--- src/rtl/mmio_pkg.sv ---
// Register map constants and STATUS packing shared by the MMIO store buffer.
package mmio_pkg;

  localparam logic [3:0] OFF_TXDATA = 4'h0;
  localparam logic [3:0] OFF_STATUS = 4'h4;
  localparam logic [3:0] OFF_CTRL   = 4'h8;

  localparam int ST_FULL      = 0;
  localparam int ST_EMPTY     = 1;
  localparam int ST_OVF       = 2;
  localparam int ST_IE        = 3;
  localparam int ST_COUNT_LSB = 8;

  localparam int CTRL_OVF_CLR = 0;
  localparam int CTRL_IE      = 1;

  function automatic logic [31:0] pack_status(input logic full, input logic empty,
                                              input logic ovf, input logic ie,
                                              input logic [7:0] count);
    logic [31:0] s;
    s                    = '0;
    s[ST_FULL]           = full;
    s[ST_EMPTY]          = empty;
    s[ST_OVF]            = ovf;
    s[ST_IE]             = ie;
    s[ST_COUNT_LSB +: 8] = count;
    return s;
  endfunction

endpackage

--- src/rtl/sync_fifo.sv ---
// Register-based FIFO with a combinational head view; head_data is forced to 0 when empty.
module sync_fifo #(
  parameter int WIDTH = 32,
  parameter int DEPTH = 4
) (
  input  logic                   clk,
  input  logic                   rst_n,
  input  logic                   push,
  input  logic                   pop,
  input  logic [WIDTH-1:0]       wdata,
  output logic                   full,
  output logic                   empty,
  output logic [$clog2(DEPTH):0] count,
  output logic [WIDTH-1:0]       head_data
);

  localparam int AW = $clog2(DEPTH);

  logic [WIDTH-1:0] storage [DEPTH];
  logic [AW-1:0]    head_reg, tail_reg;
  logic [AW:0]      count_reg;
  logic             push_ok, pop_ok;

  assign full    = (count_reg == (AW+1)'(DEPTH));
  assign empty   = (count_reg == '0);
  assign pop_ok  = pop & ~empty;
  assign push_ok = push & (~full | pop_ok);

  // Storage is deliberately not reset; head_data masks stale contents instead.
  always_ff @(posedge clk) begin
    if (push_ok) storage[tail_reg] <= wdata;
  end

  always_ff @(posedge clk or negedge rst_n) begin
    if (!rst_n) begin
      head_reg  <= '0;
      tail_reg  <= '0;
      count_reg <= '0;
    end else begin
      if (push_ok) tail_reg <= tail_reg + AW'(1);
      if (pop_ok)  head_reg <= head_reg + AW'(1);
      count_reg <= count_reg + (AW+1)'(push_ok) - (AW+1)'(pop_ok);
    end
  end

  assign count     = count_reg;
  assign head_data = empty ? '0 : storage[head_reg];

endmodule

--- src/rtl/mmio_store_buffer.sv ---
// MMIO decode, overflow/ie flags and read mux in front of a TX store FIFO.
// Optional interrupt output enabled by defining MMIO_STORE_BUFFER_IRQ_EN.
module mmio_store_buffer
  import mmio_pkg::*;
#(
  parameter logic [31:0] MMIO_BASE  = 32'hFFFF_0000,
  parameter int          FIFO_DEPTH = 4
) (
  input  logic        clk,
  input  logic        reset,
  input  logic        MemWrite,
  input  logic [31:0] ALUResult,
  input  logic [31:0] WriteData,
  input  logic [31:0] RamReadData,
  output logic        RamWE,
  output logic [31:0] ReadData,
  output logic        bus_valid,
  output logic [31:0] bus_data,
  input  logic        bus_ready
`ifdef MMIO_STORE_BUFFER_IRQ_EN
  ,
  output logic        irq
`endif
);

  localparam int CW = $clog2(FIFO_DEPTH) + 1;

  logic          mmio_hit;
  logic [3:0]    offset;
  logic          tx_wr, ctrl_wr;
  logic          push, pop, drop;
  logic          full, empty;
  logic [CW-1:0] count;
  logic          overflow_reg, overflow_next;
  logic          ie_val;
  logic [31:0]   status;
  logic          unused_ok;

  assign mmio_hit = (ALUResult[31:4] == MMIO_BASE[31:4]);
  assign offset   = {ALUResult[3:2], 2'b00};
  assign tx_wr    = MemWrite & mmio_hit & (offset == OFF_TXDATA);
  assign ctrl_wr  = MemWrite & mmio_hit & (offset == OFF_CTRL);
  assign RamWE    = MemWrite & ~mmio_hit;

  assign pop  = bus_valid & bus_ready;
  assign push = tx_wr & (~full | pop);
  assign drop = tx_wr & full & ~pop;

  sync_fifo #(
    .WIDTH(32),
    .DEPTH(FIFO_DEPTH)
  ) u_fifo (
    .clk      (clk),
    .rst_n    (reset),
    .push     (push),
    .pop      (pop),
    .wdata    (WriteData),
    .full     (full),
    .empty    (empty),
    .count    (count),
    .head_data(bus_data)
  );

  assign bus_valid = ~empty;

  always_comb begin
    overflow_next = overflow_reg;
    if (drop)                                   overflow_next = 1'b1;
    else if (ctrl_wr && WriteData[CTRL_OVF_CLR]) overflow_next = 1'b0;
  end

  always_ff @(posedge clk or negedge reset) begin
    if (!reset) overflow_reg <= 1'b0;
    else        overflow_reg <= overflow_next;
  end

`ifdef MMIO_STORE_BUFFER_IRQ_EN
  logic          ie_reg, ie_next, irq_reg;
  logic [CW-1:0] count_next;

  assign ie_next    = ctrl_wr ? WriteData[CTRL_IE] : ie_reg;
  assign count_next = count + CW'(push) - CW'(pop);

  always_ff @(posedge clk or negedge reset) begin
    if (!reset) begin
      ie_reg  <= 1'b0;
      irq_reg <= 1'b0;
    end else begin
      ie_reg  <= ie_next;
      irq_reg <= overflow_next | (ie_next & (count_next == '0));
    end
  end

  assign ie_val = ie_reg;
  assign irq    = irq_reg;
`else
  assign ie_val = 1'b0;
`endif

  assign status    = pack_status(full, empty, overflow_reg, ie_val, 8'(count));
  assign unused_ok = ^{ALUResult[1:0], WriteData[CTRL_IE]};

  // MMIO reads are side-effect free: only STATUS returns non-zero data.
  always_comb begin
    ReadData = RamReadData;
    if (mmio_hit) ReadData = (offset == OFF_STATUS) ? status : 32'h0;
  end

endmodule

--- config.mk ---
export PLATFORM = sky130hd
export DESIGN_NAME = mmio_store_buffer
export DESIGN_NICKNAME = d
export VERILOG_FILES = /design/src/rtl/mmio_pkg.sv /design/src/rtl/sync_fifo.sv /design/src/rtl/mmio_store_buffer.sv
export SDC_FILE = /design/constraint.sdc
export NUM_CORES = 1
export LEC_CHECK = 0
export BUFFER_PORTS_ARGS = -buffer_cell sky130_fd_sc_hd__buf_2
export CAP_MARGIN = 20
export CORE_ASPECT_RATIO = 1.75
export CORE_MARGIN = 2
export CORE_UTILIZATION = 52
export CTS_CLUSTER_SIZE = 14
export DETAILED_ROUTE_END_ITERATION = 7
export GPL_ROUTABILITY_DRIVEN = 1
export PLACE_DENSITY = 0.79
export REMOVE_ABC_BUFFERS = 1
export SKIP_CTS_REPAIR_TIMING = 1
export SYNTH_ARGS = -nofsm -noshare
export SYNTH_HDL_FRONTEND = slang
export SYNTH_HIERARCHICAL = 1
export SYNTH_SLANG_ARGS = --single-unit
--- constraint.sdc ---
create_clock -name clk -period 3.2 [get_ports clk]
set_input_delay 0 -clock clk [delete_from_list [all_inputs] [get_ports clk]]
set_output_delay 0 -clock clk [all_outputs]
set_load 0.03 [all_outputs]
==> flow_metrics.env <==
export IMPL_grt_ovfl_total=0
export IMPL_routed_wl_um=12000
export IMPL_grt_usage_pct=20.5
export IMPL_cts_buffers_inserted=17
export IMPL_crit_arrival_ns=2.74
export IMPL_via_per_inst=5.25
export IMPL_pin_count=166
export IMPL_row_count=51
export IMPL_timing_hold_ws_ns=-0.00343
export IMPL_largest_reg_flops=128
export IMPL_fp_coreArea_mm2=0.0110
export IMPL_clockBufferDepth=2
export IMPL_reg2regPathDepth=7
export IMPL_setup_viol=0
export IMPL_syn_avg_cell_area_um2=18.6
export IMPL_avgRoutedWirePerCell_um=18.1
export IMPL_violations="negative hold slack"
export IMPL_synth_cell_types=35
export IMPL_root_buffer="clkbuf_16"
export IMPL_io_buffers=163
export IMPL_fp_dieH_um=144
export IMPL_cts_tree="built"
export IMPL_timing_hold_worst_class="in -> async"
export IMPL_start_kind="register"
export IMPL_worst_pin_slew_ns=0.817
export IMPL_slew_viol_final=0
export IMPL_die_area_mm2=0.0120
export IMPL_grt_max_degree=35
export IMPL_firstDrtPassIters=4
export IMPL_power_density_mw_per_mm2=759
export IMPL_max_cap_violations=0
export IMPL_syn_area_mm2=0.00578
export IMPL_fin_tns_setup_ns=0
export IMPL_clk_latency_ns=0.41
export IMPL_drive_gt1_share_pct=44.9
export IMPL_drc=0
export IMPL_grt_pass1_vias=3553
export IMPL_p_leak_nw=2.96
export IMPL_post_route_period_util_pct=82.2
export IMPL_h_tree_depth=4
export IMPL_initial_core_util_pct=52.7
export IMPL_gp_congestion=0.920
export IMPL_drtIter0Drc=242
export IMPL_required_ns=3.31
export IMPL_crit_fanout=22
export IMPL_seq_area_frac_synth_pct=69.9
export IMPL_synth_seq_cells=136
export IMPL_fp_dieW_um=83.7
export IMPL_rsz0062_at_grt="no"
export IMPL_path_clk_slew_ns=0.06
export IMPL_synth_cells=311
export IMPL_max_slew_margin_rel_pct=45.5
export IMPL_grt_pass1_wl_um=18000
export IMPL_area_growth_pct=31.8
export IMPL_critPathKind="reg -> reg"
export IMPL_min_period_ns=2.63
export IMPL_max_freq_mhz=380
export IMPL_status="complete, but fails checks"
export IMPL_crit_path_end_kind="register"
export IMPL_vias=3476
export IMPL_nets=623
export IMPL_antenna_found_initial=0
export IMPL_skew_ns=0.00538
export IMPL_yosys_warnings=6
export IMPL_num_antenna_cells=0
export IMPL_n_fill_cell=729
export IMPL_finalHoldViolCount=5
export IMPL_vdd_drop_max_uv=738
export IMPL_dp_hpwl_um=7920
export IMPL_cts_sinks=136
export IMPL_ant_nets=0
placed cells by master, fill, tap and decap left out, types with 3 or more instances in the layout:
cell type      count
buf_2            163
edfxtp_1         128
and2_1            59
dlygate4sd3_1     33
mux4_2            28
clkbuf_16         17
inv_1             14
nand2_1            7
mux2i_1            6
dfrtp_1            6
clkinvlp_4         5
xnor2_1            5
ha_1               5
buf_12             5
mux4_1             4
and2_2             4
nand4_1            3
clkbuf_1           3
clkinv_2           3
nand3_1            3
path summary, 6_finish.rpt:
path | start | endpoint | slack (ns)
worst max-delay path | u_fifo/count[0] | u_fifo/storage[2][1] | 0.57
worst min-delay path | reset | u_fifo/count[1] | -0.003
worst max register to register | u_fifo/count[0] | u_fifo/storage[2][1] | 0.57
worst min register to register | u_fifo/tail_reg[1] | u_fifo/tail_reg[1] | 0.56
max in group asynchronous | reset | u_fifo/head_reg[1] | 3.01
min in group clk | ALUResult[3] | overflow_reg | 0
critical path, cell delays in order (launching register included):
cell and delay, ns:
dfrtp_1 0.42, or3_1 0.15, inv_1 0.09, nand2b_1 0.19, a211oi_1 0.43, a21boi_2 0.37, and2_2 0.43, buf_12 0.23
area by class of cell:
type | instances | area [um^2] | area share, %
well taps | 132 | 165 | 2.17
flip-flops and latches | 136 | 4050 | 53.1
clock inverters | 12 | 104 | 1.36
repair buffers | 202 | 1250 | 16.4
inverters | 14 | 52.6 | 0.689
multi-input cells | 146 | 1570 | 20.6
clock buffers | 20 | 437 | 5.73
metal layers:
metal | track usage, % | vias up | routed length, um
li1 | - | 1604 | -
met3 | 6.66 | 16 | 704
met1 | 20.1 | 1692 | 4110
met5 | 0 | - | 0
met4 | 6.96 | 0 | 226
met2 | 39.7 | 164 | 6940
synth_stat cells:
cell type  count  share of area [%]
edfxtp_1     128                 66
and2_1        63                6.8
mux4_2        28                 11
inv_1         14               0.91
dfrtp_1        8                3.5
nand2_1        7               0.45
clkbuf_1       6               0.39
mux2i_1        6                1.0
ha_1           5                1.1
xnor2_1        5               0.76
buf_2          4               0.35
mux4_1         4                1.8
buf_12         3                1.0
nand3_1        3               0.26
nand4_1        3               0.32
buf_6          2               0.39
nor2b_1        2               0.22
or3_1          2               0.22
or4_1          2               0.26
a211oi_1       1               0.13
a21boi_2       1               0.19
a21oi_1        1              0.086
and4_1         1               0.15
fa_1           1               0.35
mux2_1         1               0.19
mux2_2         1               0.19
nand2b_1       1               0.11
nand3_2        1               0.17
nand4b_1       1               0.15
nor2_1         1              0.065
nor3b_2        1               0.22
nor4_4         1               0.37
o22ai_1        1               0.11
or3b_2         1               0.15
or4b_4         1               0.24
through the flow:
stage / instance area [um^2] / std cells / util, % / setup WS, ns / power [W]
after floorplan: 5660 / 296 / - / 0.169 / 0.00350
after detailed placement: 6760 / 597 / 61.5 / 0.283 / 0.00407
after CTS: 7300 / 629 / 66.5 / 0.570 / 0.00582
after global placement: 6760 / 597 / 61.5 / 0.375 / 0.00404
after global routing: 7630 / 662 / 69.5 / 0.398 / 0.00606
final: 7630 / 662 / 69.5 / 0.568 / 0.00578
where the power goes:
group          internal, W  total, W  switching (W)
Sequential         0.00198   0.00214       0.000159
Combinational     0.000831   0.00190        0.00106
Clock              0.00106   0.00175       0.000686
Total              0.00388   0.00578        0.00191
logic make-up (layout without fill, tap and decap cells):
| kind of cell | count (synthesis) | count (layout) | share of synthesized area (%) |
|---|---|---|---|
| buffers and inverters | 29 | 248 | 3.07 |
| AO/OA/AOI/OAI | 4 | 4 | 0.519 |
| XOR/XNOR | 5 | 5 | 0.757 |
| multiplexers | 40 | 40 | 14.1 |
| AND/OR/NAND/NOR | 91 | 91 | 10.2 |
| adder cells (fa/ha/maj) | 6 | 6 | 1.43 |
| flip-flops | 136 | 136 | 69.9 |
Note: power is estimated with default switching activity, not from simulation.
